--- src/rtl/run_sequencer.sv ---
// -----------------------------------------------------------------------------
// run_sequencer
//
// Run controller for the 8-bit single-cycle core and its data memory. The core
// is held in reset while the host owns the single data-memory port. On start
// the memory port is handed to the core, core reset is released, and RUN
// cycles are counted until the core reports done (or, optionally, a timeout).
//
// Optional feature macro: RUN_SEQ_TIMEOUT_EN
//   defined   : RUN aborts to FAULT after MAX_CYCLES cycles without core_done
//   undefined : RUN exits only on core_done, timeout is tied low and the
//               cycle counter saturates at all ones
//
// Ports
//   clk, reset                   : clock, synchronous active-high reset
//   start                        : host run request (level, sampled each cycle)
//   host_wen/ren/addr/wdata      : host memory request
//   host_rdata                   : host read data (0 while the core owns memory)
//   core_wen/ren/addr/wdata      : core memory request
//   core_rdata                   : core read data (0 while the host owns memory)
//   mem_wen/ren/addr/wdata       : muxed request to the data memory
//   mem_rdata                    : combinational read data from the memory
//   core_reset                   : reset to the core (high outside RUN)
//   core_done                    : done flag from the core
//   busy / run_done / timeout    : state flags for RUN / DONE / FAULT
//   host_err                     : one-cycle pulse after a host access in RUN
//   cycle_count                  : RUN cycles of the current or last run
//
// The counter compare is done on 64 bits so MAX_CYCLES values larger than the
// counter range still behave (the counter then saturates); CW must be < 64.
// -----------------------------------------------------------------------------
module run_sequencer #(
    parameter int AW         = 8,
    parameter int DW         = 8,
    parameter int CW         = 16,
    parameter int MAX_CYCLES = 1000
) (
    input  logic          clk,
    input  logic          reset,
    input  logic          start,
    input  logic          host_wen,
    input  logic          host_ren,
    input  logic [AW-1:0] host_addr,
    input  logic [DW-1:0] host_wdata,
    output logic [DW-1:0] host_rdata,
    input  logic          core_wen,
    input  logic          core_ren,
    input  logic [AW-1:0] core_addr,
    input  logic [DW-1:0] core_wdata,
    output logic [DW-1:0] core_rdata,
    output logic          mem_wen,
    output logic          mem_ren,
    output logic [AW-1:0] mem_addr,
    output logic [DW-1:0] mem_wdata,
    input  logic [DW-1:0] mem_rdata,
    output logic          core_reset,
    input  logic          core_done,
    output logic          busy,
    output logic          run_done,
    output logic          timeout,
    output logic          host_err,
    output logic [CW-1:0] cycle_count
);

    typedef enum logic [1:0] {
        ST_IDLE  = 2'd0,
        ST_RUN   = 2'd1,
        ST_DONE  = 2'd2,
        ST_FAULT = 2'd3
    } state_t;

`ifdef RUN_SEQ_TIMEOUT_EN
    localparam logic TIMEOUT_EN = 1'b1;
`else
    localparam logic TIMEOUT_EN = 1'b0;
`endif

    localparam logic [CW-1:0] CNT_ALL_ONES = {CW{1'b1}};
    localparam logic [63:0]   CNT_MAX_WIDE = {{(64-CW){1'b0}}, {CW{1'b1}}};
    localparam logic [63:0]   MAX_WIDE     = 64'(MAX_CYCLES);
    localparam logic [63:0]   LAST_WIDE    = MAX_WIDE - 64'd1;
    // Value loaded on timeout; clipped to all ones if MAX_CYCLES does not fit.
    localparam logic [CW-1:0] FAULT_COUNT  = (MAX_WIDE > CNT_MAX_WIDE) ?
                                             CNT_ALL_ONES : MAX_WIDE[CW-1:0];

    state_t        state_q, state_d;
    logic [CW-1:0] count_q, count_d;
    logic          host_err_q, host_err_d;
    logic          last_cycle_s;
    logic [CW-1:0] count_inc_s;
    logic          core_owns_s;

    assign last_cycle_s = ({{(64-CW){1'b0}}, count_q} == LAST_WIDE);
    assign count_inc_s  = (count_q == CNT_ALL_ONES) ? count_q
                                                    : (count_q + {{(CW-1){1'b0}}, 1'b1});

    // State, counter and error-pulse registers.
    always_ff @(posedge clk) begin
        if (reset) begin
            state_q    <= ST_IDLE;
            count_q    <= {CW{1'b0}};
            host_err_q <= 1'b0;
        end else begin
            state_q    <= state_d;
            count_q    <= count_d;
            host_err_q <= host_err_d;
        end
    end

    // Next-state and counter update.
    always_comb begin
        state_d    = state_q;
        count_d    = count_q;
        host_err_d = 1'b0;
        case (state_q)
            ST_IDLE, ST_DONE, ST_FAULT: begin
                if (start) begin
                    state_d = ST_RUN;
                    count_d = {CW{1'b0}};
                end else begin
                    state_d = state_q;
                end
            end
            ST_RUN: begin
                // Host access while the core owns memory is dropped and flagged.
                host_err_d = host_wen | host_ren;
                // core_done has priority over the timeout in the same cycle.
                if (core_done) begin
                    state_d = ST_DONE;
                end else if (TIMEOUT_EN && last_cycle_s) begin
                    state_d = ST_FAULT;
                    count_d = FAULT_COUNT;
                end else begin
                    count_d = count_inc_s;
                end
            end
            default: begin
                state_d = ST_IDLE;
                count_d = {CW{1'b0}};
            end
        endcase
    end

    // Memory port mux, selected by the state register only.
    always_comb begin
        if (core_owns_s) begin
            mem_wen    = core_wen;
            mem_ren    = core_ren;
            mem_addr   = core_addr;
            mem_wdata  = core_wdata;
            core_rdata = mem_rdata;
            host_rdata = {DW{1'b0}};
        end else begin
            mem_wen    = host_wen;
            mem_ren    = host_ren;
            mem_addr   = host_addr;
            mem_wdata  = host_wdata;
            core_rdata = {DW{1'b0}};
            host_rdata = mem_rdata;
        end
    end

    assign core_owns_s = (state_q == ST_RUN);
    assign core_reset  = ~core_owns_s;
    assign busy        = core_owns_s;
    assign run_done    = (state_q == ST_DONE);
    assign timeout     = TIMEOUT_EN & (state_q == ST_FAULT);
    assign host_err    = host_err_q;
    assign cycle_count = count_q;

endmodule

--- config.mk ---
export PLATFORM = sky130hd
export DESIGN_NAME = run_sequencer
export DESIGN_NICKNAME = d
export VERILOG_FILES = /design/src/rtl/run_sequencer.sv
export SDC_FILE = /design/constraint.sdc
export NUM_CORES = 1
export LEC_CHECK = 0
export ABC_AREA = 1
export BUFFER_PORTS_ARGS = -buffer_cell sky130_fd_sc_hd__buf_2
export CAP_MARGIN = 20
export CORE_MARGIN = 10
export CORE_UTILIZATION = 45
export DETAILED_ROUTE_END_ITERATION = 8
export PLACE_DENSITY = 0.86
export SLEW_MARGIN = 30
export SYNTH_ARGS = -nofsm -noshare
export SYNTH_HDL_FRONTEND = slang
export SYNTH_SLANG_ARGS = --single-unit
--- constraint.sdc ---
create_clock -name clk -period 2.8 [get_ports clk]
set_clock_uncertainty 0.1 [all_clocks]
set_input_delay 0.14 -clock clk [delete_from_list [all_inputs] [get_ports clk]]
set_output_delay 0.14 -clock clk [all_outputs]
set_load 0.03 [all_outputs]
## After elaboration in Yosys (flattened, before gate mapping)

Index checks and enable logic that the tools add are counted.

- Muxes and demuxes: 13
- Bitwise logic cells: 2
- Div/mod/pow operators: 0
- Order comparisons: 0
- Add/sub/neg operators: 1
- Equal/unequal tests: 8
- Shifts and indexed selects: 0
- $mul: 0
- Reduce and logical (&&, ||, !) cells: 5

Operators by type and width:

| kind | number |
|---|---|
| 16-bit two-way mux | 3 |
| 8-bit two-way mux | 4 |
| 16-bit one-hot mux with 2 select lines | 1 |
| 16-bit by 1-bit adder with 16-bit output (second input constant) | 1 |
| 16-bit equality test (second input constant) | 1 |
| 2-bit != test (second input constant) | 4 |
| 2-bit equality test (second input constant) | 2 |
| 2-bit two-way mux | 2 |
| 2-bit one-hot mux with 2 select lines | 1 |
| 3-bit AND reduction | 1 |
| 3-bit OR reduction | 1 |
| 2-bit by 1-bit equality test with 1-bit output (second input constant) | 1 |
| 2-bit logical NOT | 1 |
| 1-bit two-way mux | 2 |
| 2-bit AND reduction | 1 |
| 2-bit OR reduction | 1 |
| 1-bit inverter | 1 |
| 1-bit OR | 1 |

- Memory bits (writable): 0
- Input port bits: 48
- ROM bits: 0
- Memories kept: 0
- Flip-flop bits (word level): 19
- Word-level logic and storage cells: 32
- Bits in latches: 0
- Output and inout port bits: 55

## Longest topological paths before layout

- Depth in word-level cells: 4
- Depth in mapped cells: 10

## Least setup slack after synthesis

No wires, ideal clock.

- Kind: register to register
- Start point: register count_q[0] (netlist: cycle_count[0])
- End point: register count_q[12] (netlist: cycle_count[12])
- Required time: 2587 ps
- Clock period less this slack: 1939 ps
- Path slack: 861 ps
- Cell stages (with the launch flop): 10
- Library setup time: 113 ps
- Data arrival time: 1726 ps
- Path through: dfxtp_1 > ha_1 > nand2_1 > nor2_2 > nand2_2 > o21ai_4 > nand2_4 > buf_6 > a21oi_2 > nor2_1

- Cells in the longest elaborated chain, start to end: 4
- Elaborated cells on any way between the ends: 7
- Classes of those cells: add/sub (1); eq/ne (2); mux (3); reduce/logical (1)

Ends and longest elaborated chain:

| element | RTL line | RTL |
|---|---|---|
| from (decl) | 87 | `logic [CW-1:0] count_q, count_d;` |
| from (signal assigned) | 101 | `count_q <= {CW{1'b0}};` |
| from (signal assigned) | 105 | `count_q <= count_d;` |
| 16-bit by 1-bit adder with 16-bit output | 95 | `: (count_q + {{(CW-1){1'b0}}, 1'b1});` |
| 16-bit two-way mux | 94 | `assign count_inc_s = (count_q == CNT_ALL_ONES) ? count_q` |
| 16-bit two-way mux | 128 | `if (core_done) begin` |
| 16-bit one-hot mux with 2 select lines | 115 | `case (state_q)` |

Several ways; a longest one is shown, not always the timed one. The select of a mux whose other input is x is not followed.
A chain may end at the register's enable or synchronous reset.

## Worst setup path after layout

- Start point: register state_q[1]
- End point: output port mem_addr[7]

- Cells in the longest elaborated chain, start to end: 2

Ends and longest elaborated chain:

| element | RTL line | RTL |
|---|---|---|
| from (decl) | 86 | `state_t state_q, state_d;` |
| from (signal assigned) | 104 | `state_q <= state_d;` |
| 2-bit by 1-bit equality test with 1-bit output | 163 | `assign core_owns_s = (state_q == ST_RUN);` |
| 8-bit two-way mux | 146 | `if (core_owns_s) begin` |
| to (decl) | 53 | `output logic [AW-1:0] mem_addr,` |

Every way passes these cells.

==> run_results.csv <==
group,metric,value,unit
synthesis,yosys_warnings,0,
cells_and_area,area_delta_synth_final,38.4,%
synthesis,synthesis.area,0.00148,sq mm
route,detail_route.first_pass.iterations,5,
grt,grt_usage,0.166,
sta,grt_setup_unrepaired,"no",
route,vias,1938,
pwr,vdd_drop_max,272,uV
setup_path,reg2reg_slack,0.76,ns
cts,insertion_delay,0.30,ns
grt,grt_max_degree,28,
setup_path,path_cells,"inv_1 > nand2_1 > inv_1 > buf_4 > nand2_1 > nand2_1 > buf_2",
cts,root_buffer,"clkbuf_4",
pwr,power_density,363,mW/mm^2
synthesis,synth_fa_ha_area_frac,0.00846,
cts,clock_sinks,19,
route,met2_length,2710,um
cts,cts_tree,"built",
place,portBuffers,101,
floorplan,rows,20,
route,drt_iter0_drc,197,
synthesis,yosysTopAreaCell,"nand2_1",
cells_and_area,final.fill_count,314,
grt,grt_pass1_wl,8570,um
setup_path,crit_required,2.56,ns
setup_path,worstSetupPathType,"reg -> out",
synthesis,synth_most_common_cell,"nand2_1",
floorplan,core,0.00310,sq mm
sta,setup_violations,0,
synthesis,ys_async_sr_fraction,0,
floorplan,io_pins,103,
sta,post-route-period-util,0.805,
floorplan,start_util,0.477,
grt,grt_pass1_vias,1776,
place,placedCellCount,411,
cts,cts_buffer_depth,2,
cells_and_area,finalNonFillerCells,418,
setup_path,slowest_stage,"nand2_1",
sta,max_freq,444,MHz
cells_and_area,final_nets,424,
setup_path,cp_max_fo,27,
synthesis,synth_edf_count,0,
route,routed-wl-met3,462,um
synthesis,ys.flop_type,"dfxtp_1",
synthesis,synthMuxAreaShare,0,
setup_path,startpoint,"state_q[1]",
status,outcome,"completed",
route,detail-route-antenna-nets,0,
floorplan,die_w,77.3,um
synthesis,synth_compound_area_frac,0.0787,
route,avgRoutedWirePerCell,12.7,um
synthesis,synth_top_area_share,0.312,
synthesis,ys_ff_latch,19,
route,drcViolationCount,0,
pwr,power.leakage,1.19,nW
cts,path_clk_slew,0.11,ns
route,via_per_inst,4.64,
cts,h-tree-depth,1,
cells_and_area,drive_above_1_share,0.310,
place,place.gp.congestion,0.912,
synthesis,syn-instance-count,276,
sta,setup_tns,0,ns
setup_path,cpMostUsedCell,"nand2_1",
setup_path,arrival,2.01,ns
sta,final_hold_viol_count,0,
job,maxCapViolations,0,
setup_path,cp.depth,7,
sta,worst_slew_pin_slew,0.561,ns
setup_path,reg2reg_depth,10,
setup_path,r2r_start,"cycle_count[0]",
grt,antenna_found_initial,0,
setup_path,rr_endpoint,"cycle_count[14]",
setup_path,cp_slowest_stage_delay,0.34,ns
synthesis,synth-simple-area-share,0.528,
setup_path,critPathBufInv,4,
hold_path,hold_path.class,"in -> reg",
sta,setup_ws,0.547,ns
setup_path,crit_family,"buffers and inverters",
cts,postCtsSetupBuffers,0,
synthesis,ys_top_cells_by_area,"nand2_1, dfxtp_1, nor2_1, inv_1, nand3_1",
cts,cts_resized,0,
cells_and_area,n_antenna_cell,0,
setup_path,cp-endpoint,"mem_addr[7]",
synthesis,synth_fp_nets,325,
sta,fin_crit,2.25,ns
route,dr.max_layer_used,"met4",
synthesis,synth_top_family_by_area,"simple AND/OR/NAND/NOR gates",
floorplan,die_area,0.00598,sq mm
place,post-place-ws,0.797,ns
cts,cts_buffers,3,
setup_path,endpoint_kind,"primary output",
sta,slew_violations,0,
grt,overflow,0,
sta,slew_headroom,0.625,
synthesis,syn_avg_cell_area,5.36,sq um
synthesis,synth.distinct_cells,26,
synthesis,synth_xor_area_frac,0,
synthesis,yosysSeqAreaShare,0.257,
route,drt_wl_total,5330,um
place,dp_hpwl,4310,um
floorplan,die_h,77.3,um
synthesis,synthTopCellsByCount,"nand2_1, nor2_1, inv_1, dfxtp_1, nand3_1",
route,routedLengthMet1,2090,um
setup_path,crit_path_start_kind,"register",
## state kept, by name, summed over array words and instances (netlist names)
register	count
state_q	2
host_err	1
cycle_count	16
## area by class of cell
type | count | area, sq um | share of cell area
flip-flops and latches | 19 | 380 | 0.186
multi-input cells | 213 | 913 | 0.446
clock inverters | 1 | 5.00 | 0.00244
inverters | 32 | 120 | 0.0587
well taps | 44 | 55.1 | 0.0269
clock buffers | 3 | 22.5 | 0.0110
repair buffers | 106 | 551 | 0.269
## worst min path at each step
stage	from	to	slack, ns	cells after the start
2_1_floorplan	host_wen	host_err	0.15	1
3_3_place_gp	host_wen	host_err	0.25	2
3_5_place_dp	host_wen	host_err	0.26	2
4_1_cts	core_done	state_q[1]	0.005	3
5_1_grt	core_done	state_q[1]	0.001	3
6_report	core_done	state_q[1]	0.02	3
## cell families after synthesis
logic type | after synthesis
simple gates | 193
buf+inv | 44
flops | 19
compound gates | 18
fa+ha+maj | 1
other cells | 1
## metrics by stage
| step | power (mW) | hold slack, ns | util | cell area (sq um) |
|---|---|---|---|---|
| after floorplan | 0.505 | 0.150 | - | 1480 |
| after global placement | 0.601 | 0.254 | 0.641 | 1990 |
| after detailed placement | 0.604 | 0.263 | 0.641 | 1990 |
| after CTS | 0.753 | 0.00548 | 0.660 | 2050 |
| after global routing | 0.790 | 0.00115 | 0.660 | 2050 |
| final | 0.743 | 0.0238 | 0.660 | 2050 |
## timing repair
action,4_1_cts,5_1_grt
hold buffers,3,0
hold endpoints to repair,5,0
endpoints found under the setup margin,0,0
## power by group
group | total [mW] | leakage [nW] | internal (mW) | switching [mW]
Combinational | 0.321 | 1.02 | 0.0948 | 0.226
Sequential | 0.280 | 0.154 | 0.275 | 0.00474
Clock | 0.142 | 0.0177 | 0.0533 | 0.0886
Total | 0.743 | 1.19 | 0.424 | 0.319
## worst reg2reg max path, cell delays in order (launching register included)
cell     delay, ns
dfxtp_1       0.43
ha_1          0.19
nand2_1       0.09
nor2_2        0.18
nand2_2       0.14
o21ai_4       0.36
nand2_4       0.22
nand2_1       0.10
nand2_1       0.05
nand2_1       0.05
inv_1         0.03
## metal layers
metal	global-route usage	vias up
met5	0	-
met4	0.0292	0
li1	-	1029
met3	0.0513	8
met2	0.298	76
met1	0.190	825
## placed cells by master (no fill, tap or decap), types with 2 or more instances in the layout
cell type	n
nor2_1	41
nand4_1	3
nor2_2	2
o21ai_0	3
dlygate4sd3_1	3
inv_1	32
nor3_1	4
a21oi_1	9
buf_2	101
buf_4	2
a21oi_2	3
dfxtp_1	19
nand2_1	123
clkbuf_4	3
nand3_1	15
Power figures use the tool's default switching activity.
